--- src/rtl/rr_onehot_arbiter.sv ---
// Round-robin arbiter: rotating-pointer find-first-set over N requests, registered one-hot grant.
// Optional GRANT_TIMEOUT_EN macro adds a hold counter that force-releases long grants.
module rr_onehot_arbiter #(
    parameter int unsigned N       = 32,
    parameter int unsigned IDX_W   = 5,
    parameter int unsigned TIMEOUT = 16
) (
    input  logic             clk,
    input  logic             rst_n,
    input  logic [N-1:0]     req,
    output logic [N-1:0]     gnt,
    output logic             gnt_valid,
    output logic [IDX_W-1:0] gnt_idx
`ifdef GRANT_TIMEOUT_EN
    ,
    output logic             timeout
`endif
);

    localparam int unsigned CNT_W = 8;

    typedef enum logic {
        S_IDLE  = 1'b0,
        S_GRANT = 1'b1
    } state_e;

    state_e           state_q, state_d;
    logic [IDX_W-1:0] ptr_q, ptr_d;
    logic [N-1:0]     gnt_q, gnt_d;
    logic [IDX_W-1:0] idx_q, idx_d;
    logic             valid_q, valid_d;

    logic [N-1:0]     owner_oh_c;
    logic             owner_req_c;
    logic             force_c;
    logic [N-1:0]     higher_mask_c;
    logic [N-1:0]     cand_c;
    logic [N-1:0]     masked_c;
    logic             win_any_c;
    logic [IDX_W-1:0] win_idx_c;
    logic [N-1:0]     win_oh_c;

    // Lowest set bit wins; returns 0 for an all-zero vector.
    function automatic logic [IDX_W-1:0] ffs_idx(input logic [N-1:0] v);
        logic [IDX_W-1:0] r;
        r = '0;
        for (int i = int'(N) - 1; i >= 0; i--) begin
            if (v[i]) r = IDX_W'(i);
        end
        return r;
    endfunction

    assign owner_oh_c  = N'(1) << ptr_q;
    assign owner_req_c = |(req & owner_oh_c);

`ifdef GRANT_TIMEOUT_EN
    logic [CNT_W-1:0] cnt_q, cnt_d;
    logic             tmo_q, tmo_d;

    assign force_c = (state_q == S_GRANT) && owner_req_c && (cnt_q == CNT_W'(TIMEOUT - 1));
    assign timeout = tmo_q;
`else
    assign force_c = 1'b0;
`endif

    // Owner bit is always excluded while granted, so a forced release cannot re-pick it.
    always_comb begin
        higher_mask_c = '0;
        for (int unsigned i = 0; i < N; i++) begin
            higher_mask_c[i] = (i > 32'(ptr_q));
        end
        cand_c    = (state_q == S_GRANT) ? (req & ~owner_oh_c) : req;
        masked_c  = cand_c & higher_mask_c;
        win_any_c = |cand_c;
        win_idx_c = (|masked_c) ? ffs_idx(masked_c) : ffs_idx(cand_c);
        win_oh_c  = N'(1) << win_idx_c;
    end

    // Next-state: hold while owner requests, otherwise rearbitrate in the same cycle.
    always_comb begin
        state_d = state_q;
        ptr_d   = ptr_q;
        gnt_d   = gnt_q;
        idx_d   = idx_q;
        valid_d = valid_q;
`ifdef GRANT_TIMEOUT_EN
        cnt_d   = cnt_q;
        tmo_d   = 1'b0;
`endif
        if ((state_q == S_GRANT) && owner_req_c && !force_c) begin
`ifdef GRANT_TIMEOUT_EN
            cnt_d = cnt_q + CNT_W'(1);
`endif
        end else begin
`ifdef GRANT_TIMEOUT_EN
            tmo_d = force_c;
`endif
            if (win_any_c) begin
                state_d = S_GRANT;
                ptr_d   = win_idx_c;
                gnt_d   = win_oh_c;
                idx_d   = win_idx_c;
                valid_d = 1'b1;
`ifdef GRANT_TIMEOUT_EN
                cnt_d   = '0;
`endif
            end else begin
                state_d = S_IDLE;
                gnt_d   = '0;
                idx_d   = '0;
                valid_d = 1'b0;
            end
        end
    end

    always_ff @(posedge clk) begin
        if (!rst_n) begin
            state_q <= S_IDLE;
            ptr_q   <= IDX_W'(N - 1);
            gnt_q   <= '0;
            idx_q   <= '0;
            valid_q <= 1'b0;
`ifdef GRANT_TIMEOUT_EN
            cnt_q   <= '0;
            tmo_q   <= 1'b0;
`endif
        end else begin
            state_q <= state_d;
            ptr_q   <= ptr_d;
            gnt_q   <= gnt_d;
            idx_q   <= idx_d;
            valid_q <= valid_d;
`ifdef GRANT_TIMEOUT_EN
            cnt_q   <= cnt_d;
            tmo_q   <= tmo_d;
`endif
        end
    end

    assign gnt       = gnt_q;
    assign gnt_idx   = idx_q;
    assign gnt_valid = valid_q;

endmodule
--- config.mk ---
export PLATFORM = sky130hd
export DESIGN_NAME = rr_onehot_arbiter
export DESIGN_NICKNAME = d
export VERILOG_FILES = /design/src/rtl/rr_onehot_arbiter.sv
export SDC_FILE = /design/constraint.sdc
export NUM_CORES = 1
export LEC_CHECK = 0
export ABC_CLOCK_PERIOD_IN_PS = 3700
export BUFFER_PORTS_ARGS = -buffer_cell sky130_fd_sc_hd__buf_4
export CAP_MARGIN = 40
export CELL_PAD_IN_SITES_DETAIL_PLACEMENT = 2
export CELL_PAD_IN_SITES_GLOBAL_PLACEMENT = 2
export CORE_MARGIN = 1.5
export CORE_UTILIZATION = 33
export CTS_CLUSTER_SIZE = 40
export DETAILED_ROUTE_END_ITERATION = 10
export GPL_ROUTABILITY_DRIVEN = 0
export PLACE_DENSITY_LB_ADDON = 0.05
export SETUP_SLACK_MARGIN = 0.15
export SLEW_MARGIN = 5
export SYNTH_ARGS = -nofsm -noshare
export SYNTH_HDL_FRONTEND = slang
export SYNTH_SLANG_ARGS = --single-unit
--- constraint.sdc ---
create_clock -name clk -period 3.7 [get_ports clk]
set_input_delay 0.555 -clock clk [delete_from_list [all_inputs] [get_ports clk]]
set_output_delay 0.555 -clock clk [all_outputs]
set_load 0.005 [all_outputs]
======== Word-level counts from Yosys, hierarchy flattened ========
Index checks and enable logic that the tools add are counted.
cells by class
  bitwise operators ....................... 5
  shift-type cells ........................ 2
  order comparisons ....................... 31
  reduce and logical (&&, ||, !) cells .... 5
  muxes and demuxes ....................... 69
operators by type and width
  kind                                                number
  2-to-1 mux 5 bit                                    66
  AND 32 bit                                          3
  OR reduction 32 bit                                 3
  > comparator 5 bit (first input constant)           16
  2-to-1 mux 32 bit                                   2
  << shifter 1 x 5 -> 32 bit (first input constant)   2
  > comparator 4 x 5 -> 1 bit (first input constant)  8
  inverter 32 bit                                     1
  > comparator 3 x 5 -> 1 bit (first input constant)  4
  > comparator 2 x 5 -> 1 bit (first input constant)  2
  > comparator 1 x 5 -> 1 bit (first input constant)  1
  AND reduction 2 bit                                 1
  logical AND 1 bit                                   1
  2-to-1 mux 1 bit                                    1
  inverter 1 bit                                      1
storage, ports and cells
  bits of input ports ..................... 34
  output and inout bits ................... 38
  flip-flop bits (word level) ............. 43
  logic and storage cells ................. 116

======== Depth between registers and ports, before layout ========
  word-level depth ........................ 40
  depth in mapped cells ................... 13
  depth with buffers taken out ............ 8

======== Least setup slack after synthesis ========
OpenSTA, ideal clock, no wires.
  kind .................................... input port to flip-flop
  start point ............................. in req[17]
  end point ............................... reg gnt_q[20], in the netlist gnt[20]
  buffers on the path ..................... 3
  setup time .............................. 0.088 ns
  cell stages on the path ................. 11
  data arrival time ....................... 2.785 ns
  data required time ...................... 3.612 ns
  slack ................................... 0.827 ns
  cells stage by stage .................... clkbuf_1 -> and3b_1 -> o21ai_1 -> o31ai_1 -> a221o_1 -> o31a_1 -> or2_1 -> or3_1 -> buf_2 -> buf_4 -> o31ai_1
on the way
  longest elaborated chain between the ends .. 24
  elaborated cells on any way between the ends .. 47
  classes of those cells .................. shift: 1; mux: 39; bitwise: 3; reduce/logical: 4
RTL lines
  element                          line  RTL
  start: declaration               10    input logic [N-1:0] req,
  AND 32 bit                       72    cand_c = (state_q == S_GRANT) ? (req & ~owner_oh_c) : req;
  2-to-1 mux 32 bit                72
  AND 32 bit                       73    masked_c = cand_c & higher_mask_c;
  2-to-1 mux 5 bit (18 in series)  48    if (v[i]) r = IDX_W'(i);
  2-to-1 mux 5 bit                 75    win_idx_c = (|masked_c) ? ffs_idx(masked_c) : ffs_idx(cand_c);
  << shifter 1 x 5 -> 32 bit       76    win_oh_c = N'(1) << win_idx_c;
  2-to-1 mux 32 bit                98    if (win_any_c) begin
  end signal: assignment           130   gnt_q <= gnt_d;
  end: declaration                 29    logic [N-1:0] gnt_q, gnt_d;
Parallel ways exist; a longest one is shown, timed or not.
A chain may end at the register's enable or synchronous reset.

======== Final worst setup path ========
  start point ............................. reg ptr_q[1]
  end point ............................... reg gnt_q[22], in the netlist gnt[22]
on the way
  longest elaborated chain between the ends .. 40
  elaborated cells on any way between the ends .. 108
  classes of those cells .................. order compare: 31; shift: 2; mux: 67; bitwise: 4; reduce/logical: 4
RTL lines
  element                                                                      line  RTL
  start: declaration                                                           28    logic [IDX_W-1:0] ptr_q, ptr_d;
  start signal: assignment                                                     119   ptr_q <= IDX_W'(N - 1);
  start signal: assignment                                                     129   ptr_q <= ptr_d;
  parallel branches: the longest is 40 deep, another holds > comparator 5 bit  n/a
Several ways; the timed one is not identified.

==> run_results.csv <==
group,metric,value,unit
outcome,status,"completed",
cts,cts_buffers,5,
setup_path,cp-end-kind,"flop",
layout,syn_to_final_growth,24.0,%
detailed_routing,vias,4810,
cts,clkSinkCount,43,
timing,hold_viol_final,0,
setup_path,arrival,3.61,ns
yosys,synth_top_family_by_area,"compound AO/OA/AOI/OAI gates",
cts,clock-root-buffer,"clkbuf_16",
detailed_routing,wirelength,18900,um
global_route,grt_busiest_layer,"met2",
setup_path,cp-startpoint,"ptr_q[1]",
setup_path,start_kind,"flop",
yosys,muxShareOfSynthArea,0.0448,
timing,worst_pin_slew,0.668,ns
setup_path,crit_fanout,38,
yosys,synthAdderAreaFrac,0,
placed_design,port_buffers,71,
cts,post-cts-setup-buffer-count,0,
setup_path,slowest_delay,0.57,ns
timing,final-max-slew-violation-count,0,
timing,finalCritPeriodShare,0.936,
layout,regArea,866,um2
hold_path,min_path_cells,2,
global_route,grt-ovfl-total,0,
timing,clock_skew,0.00584,ns
yosys,synth_simple_gate_area_frac,0.284,
cts,insertion_delay,0.28,ns
yosys,synth.top_cell.area_share,0.214,
setup_path,crit_buf_inv,1,
timing,fin_crit,3.47,ns
yosys,yosysTopAreaCell,"dfxtp_1",
global_route,grt_pass1_wl,29300,um
global_route,grt_pass1_vias,4906,
floorplan,die_h,113,um
yosys,synth_edf_count,0,
setup_path,cp_cell_sequence,"buf_12 > nand2b_1 > or4_4 > o2bb2ai_2 > a2111o_1 > a31oi_1 > and4bb_4 > o211ai_1 > o31ai_1",
setup_path,critical_path.slowest_cell,"or4_4",
yosys,synth_xor_area_frac,0,
yosys,synthArstFlopShare,0,
cts,cts_tree,"done",
layout,drive_above_1_share,0.260,
yosys,synth_compound_gate_area_share,0.376,
yosys,yosysSeqAreaShare,0.214,
cts,cts_resized,3,
floorplan,fp-row-count,40,
layout,multi_input_area,2910,um2
global_route,use_met3,0.0409,
yosys,synth_area_leaders,"dfxtp_1 21%, nand2_1 6.9%, o31ai_1 5.4%",
setup_path,path_class,"reg -> reg",
detailed_routing,drt_iter0_drc,343,
layout,nFillCells,1428,
hold_path,min_from,"gnt_idx[2]",
yosys,synth_fp_nets,558,
cts,ctsHoldBuffers,0,
yosys,synth-seq-cells,43,
placed_design,dp.cells,736,
yosys,synth_cell_types,81,
run,max-cap-violations,0,
timing,whs,0.454,ns
global_route,grt_usage,0.294,
floorplan,io_pins,72,
timing,fmax,289,MHz
setup_path,rr_endpoint,"gnt[22]",
yosys,synth.avg_cell_area,7.68,um2
yosys,syn_area,4020,um2
detailed_routing,first_pass_iters,5,
global_route,grt.met2_usage,0.476,
hold_path,hold_end,"gnt_idx[2]",
cts,clockBufferDepth,2,
floorplan,fp.dieW,113,um
global_route,use_met1,0.419,
timing,max_slew_margin,0.553,
cts,clkTransAtPathRegs,0.06,ns
setup_path,ff2ff_setup_slack,0.23,ns
floorplan,coreArea,12000,um2
floorplan,initial_core_util,0.336,
detailed_routing,viasPerCell,6.47,
placed_design,hpwl,14500,um
floorplan,die_area,12900,um2
setup_path,r2r_cells,9,
layout,nets,630,
setup_path,r2r_start,"ptr_q[1]",
detailed_routing,wl_per_cell,25.4,um
layout,layout.cells.non_filler,744,
yosys,synthCells,524,
global_route,antenna_found_initial,0,
setup_path,crit_required,3.84,ns
global_route,grt_max_degree,46,
yosys,synth_warnings,0,
yosys,ys.flop_type,"dfxtp_1",
pwr,max-vdd-ir-drop,0.341,mV
timing,rsz0062_at_grt,"no",
detailed_routing,drcViolationCount,0,
hold_path,min_path_type,"reg -> reg",
cts,cts_max_level,2,
timing,setup_violations,0,
detailed_routing,final_antenna_net_count,0,
layout,diodes,0,
pwr,p_leak,1.96,nW
pwr,power.density,758,nW/um2
setup_path,crit_family,"compound AO/OA/AOI/OAI gates",
## state kept, by name, summed over array words and instances (netlist names)
register   cells
gnt_valid      1
gnt_idx        5
ptr_q          5
gnt           32
## worst max path at each step
| stage | cells past startpoint | end | slack (ns) |
|---|---|---|---|
| floorplan | 11 | gnt[20] | 0.83 |
| global placement | 9 | gnt[5] | 0.08 |
| detailed placement | 9 | gnt[15] | -0.06 |
| CTS | 9 | gnt[18] | 0.15 |
| finish | 9 | gnt[22] | 0.23 |
| global route | 9 | gnt[17] | 0.12 |
## report_power, final
part | switching, mW | internal [mW] | total (mW)
combinational | 1.74 | 0.935 | 2.67
sequential | 0.0997 | 0.576 | 0.676
clock | 0.182 | 0.250 | 0.431
total | 2.02 | 1.76 | 3.78
## through the flow
stage	total power [mW]	cell area (um2)	TNS [ns]	worst slack, ns	utilization
floorplan	2.31	4020	0	0.827	-
global placement	3.12	4740	0	0.0832	0.396
detailed placement	3.22	4760	-0.359	-0.0591	0.398
CTS	3.68	4920	0	0.154	0.411
global route	4.03	4990	0	0.124	0.417
finish	3.78	4990	0	0.235	0.417
## cells by family (layout without fill, tap and decap cells)
logic type / Yosys count / in the layout
AOI/OAI and AO/OA: 205 / 205
buffers and inverters: 50 / 123
DFF: 43 / 43
muxes: 16 / 16
and+or+nand+nor: 210 / 210
## synth_stat cells, types with 7 or more instances
| library cell | n |
|---|---|
| inv_1 | 13 |
| o41ai_1 | 9 |
| nand2_1 | 74 |
| clkbuf_1 | 8 |
| nand3_1 | 16 |
| a31oi_1 | 13 |
| buf_2 | 10 |
| a21oi_1 | 20 |
| mux2_2 | 11 |
| nand4_1 | 7 |
| o32ai_1 | 8 |
| dfxtp_1 | 43 |
| o211ai_1 | 14 |
| o31ai_1 | 29 |
| nor2_1 | 26 |
| buf_6 | 15 |
| o21ai_0 | 30 |
| and3_1 | 8 |
| nor3_1 | 8 |
| a211o_1 | 7 |
| nor2b_1 | 9 |
| a211oi_1 | 7 |
| o21a_1 | 7 |
## worst min-delay path: stages, from the launching register on
cell and delay [ns]:
dfxtp_1 0.31, nand2_1 0.05, a21oi_1 0.05
## per-layer routing
| metal | up-vias | wire length (um) |
|---|---|---|
| met2 | 165 | 8720 |
| met3 | 21 | 1080 |
| met5 | - | 0 |
| met4 | 0 | 198 |
| li1 | 2200 | - |
| met1 | 2424 | 8930 |
## layout make-up
cell class,count,area share
clock buffer,7,0.0266
clock inverter,1,0.00100
tap,147,0.0369
inverter,13,0.00979
multi-input combinational,431,0.584
timing repair buffer,102,0.168
sequential,43,0.174
## cell usage in the layout (no fill, tap or decap), types with 5 or more instances in the layout
cell type  Yosys  final
and3b_1        5      5
mux2_2        11     11
o21a_1         7      7
a21oi_1       20     20
a211oi_1       7      7
o211ai_1      14     14
buf_4          4     96
o32a_1         6      6
and2_1         6      6
nand3b_1       6      6
o41ai_1        9      7
nor2_1        26     26
nor2b_1        9      9
nand2_1       74     74
a31oi_1       13     13
nor3_1         8      8
nand4_1        7      7
o32ai_1        8      7
and3_1         8      8
o21ai_0       30     28
o31ai_1       29     28
a211o_1        7      7
or2_2          6      6
nand3_1       16     13
inv_1         13     13
clkbuf_16      0      5
dfxtp_1       43     41
nand2b_1       6      6
Note: power is estimated with default switching activity, not from simulation.
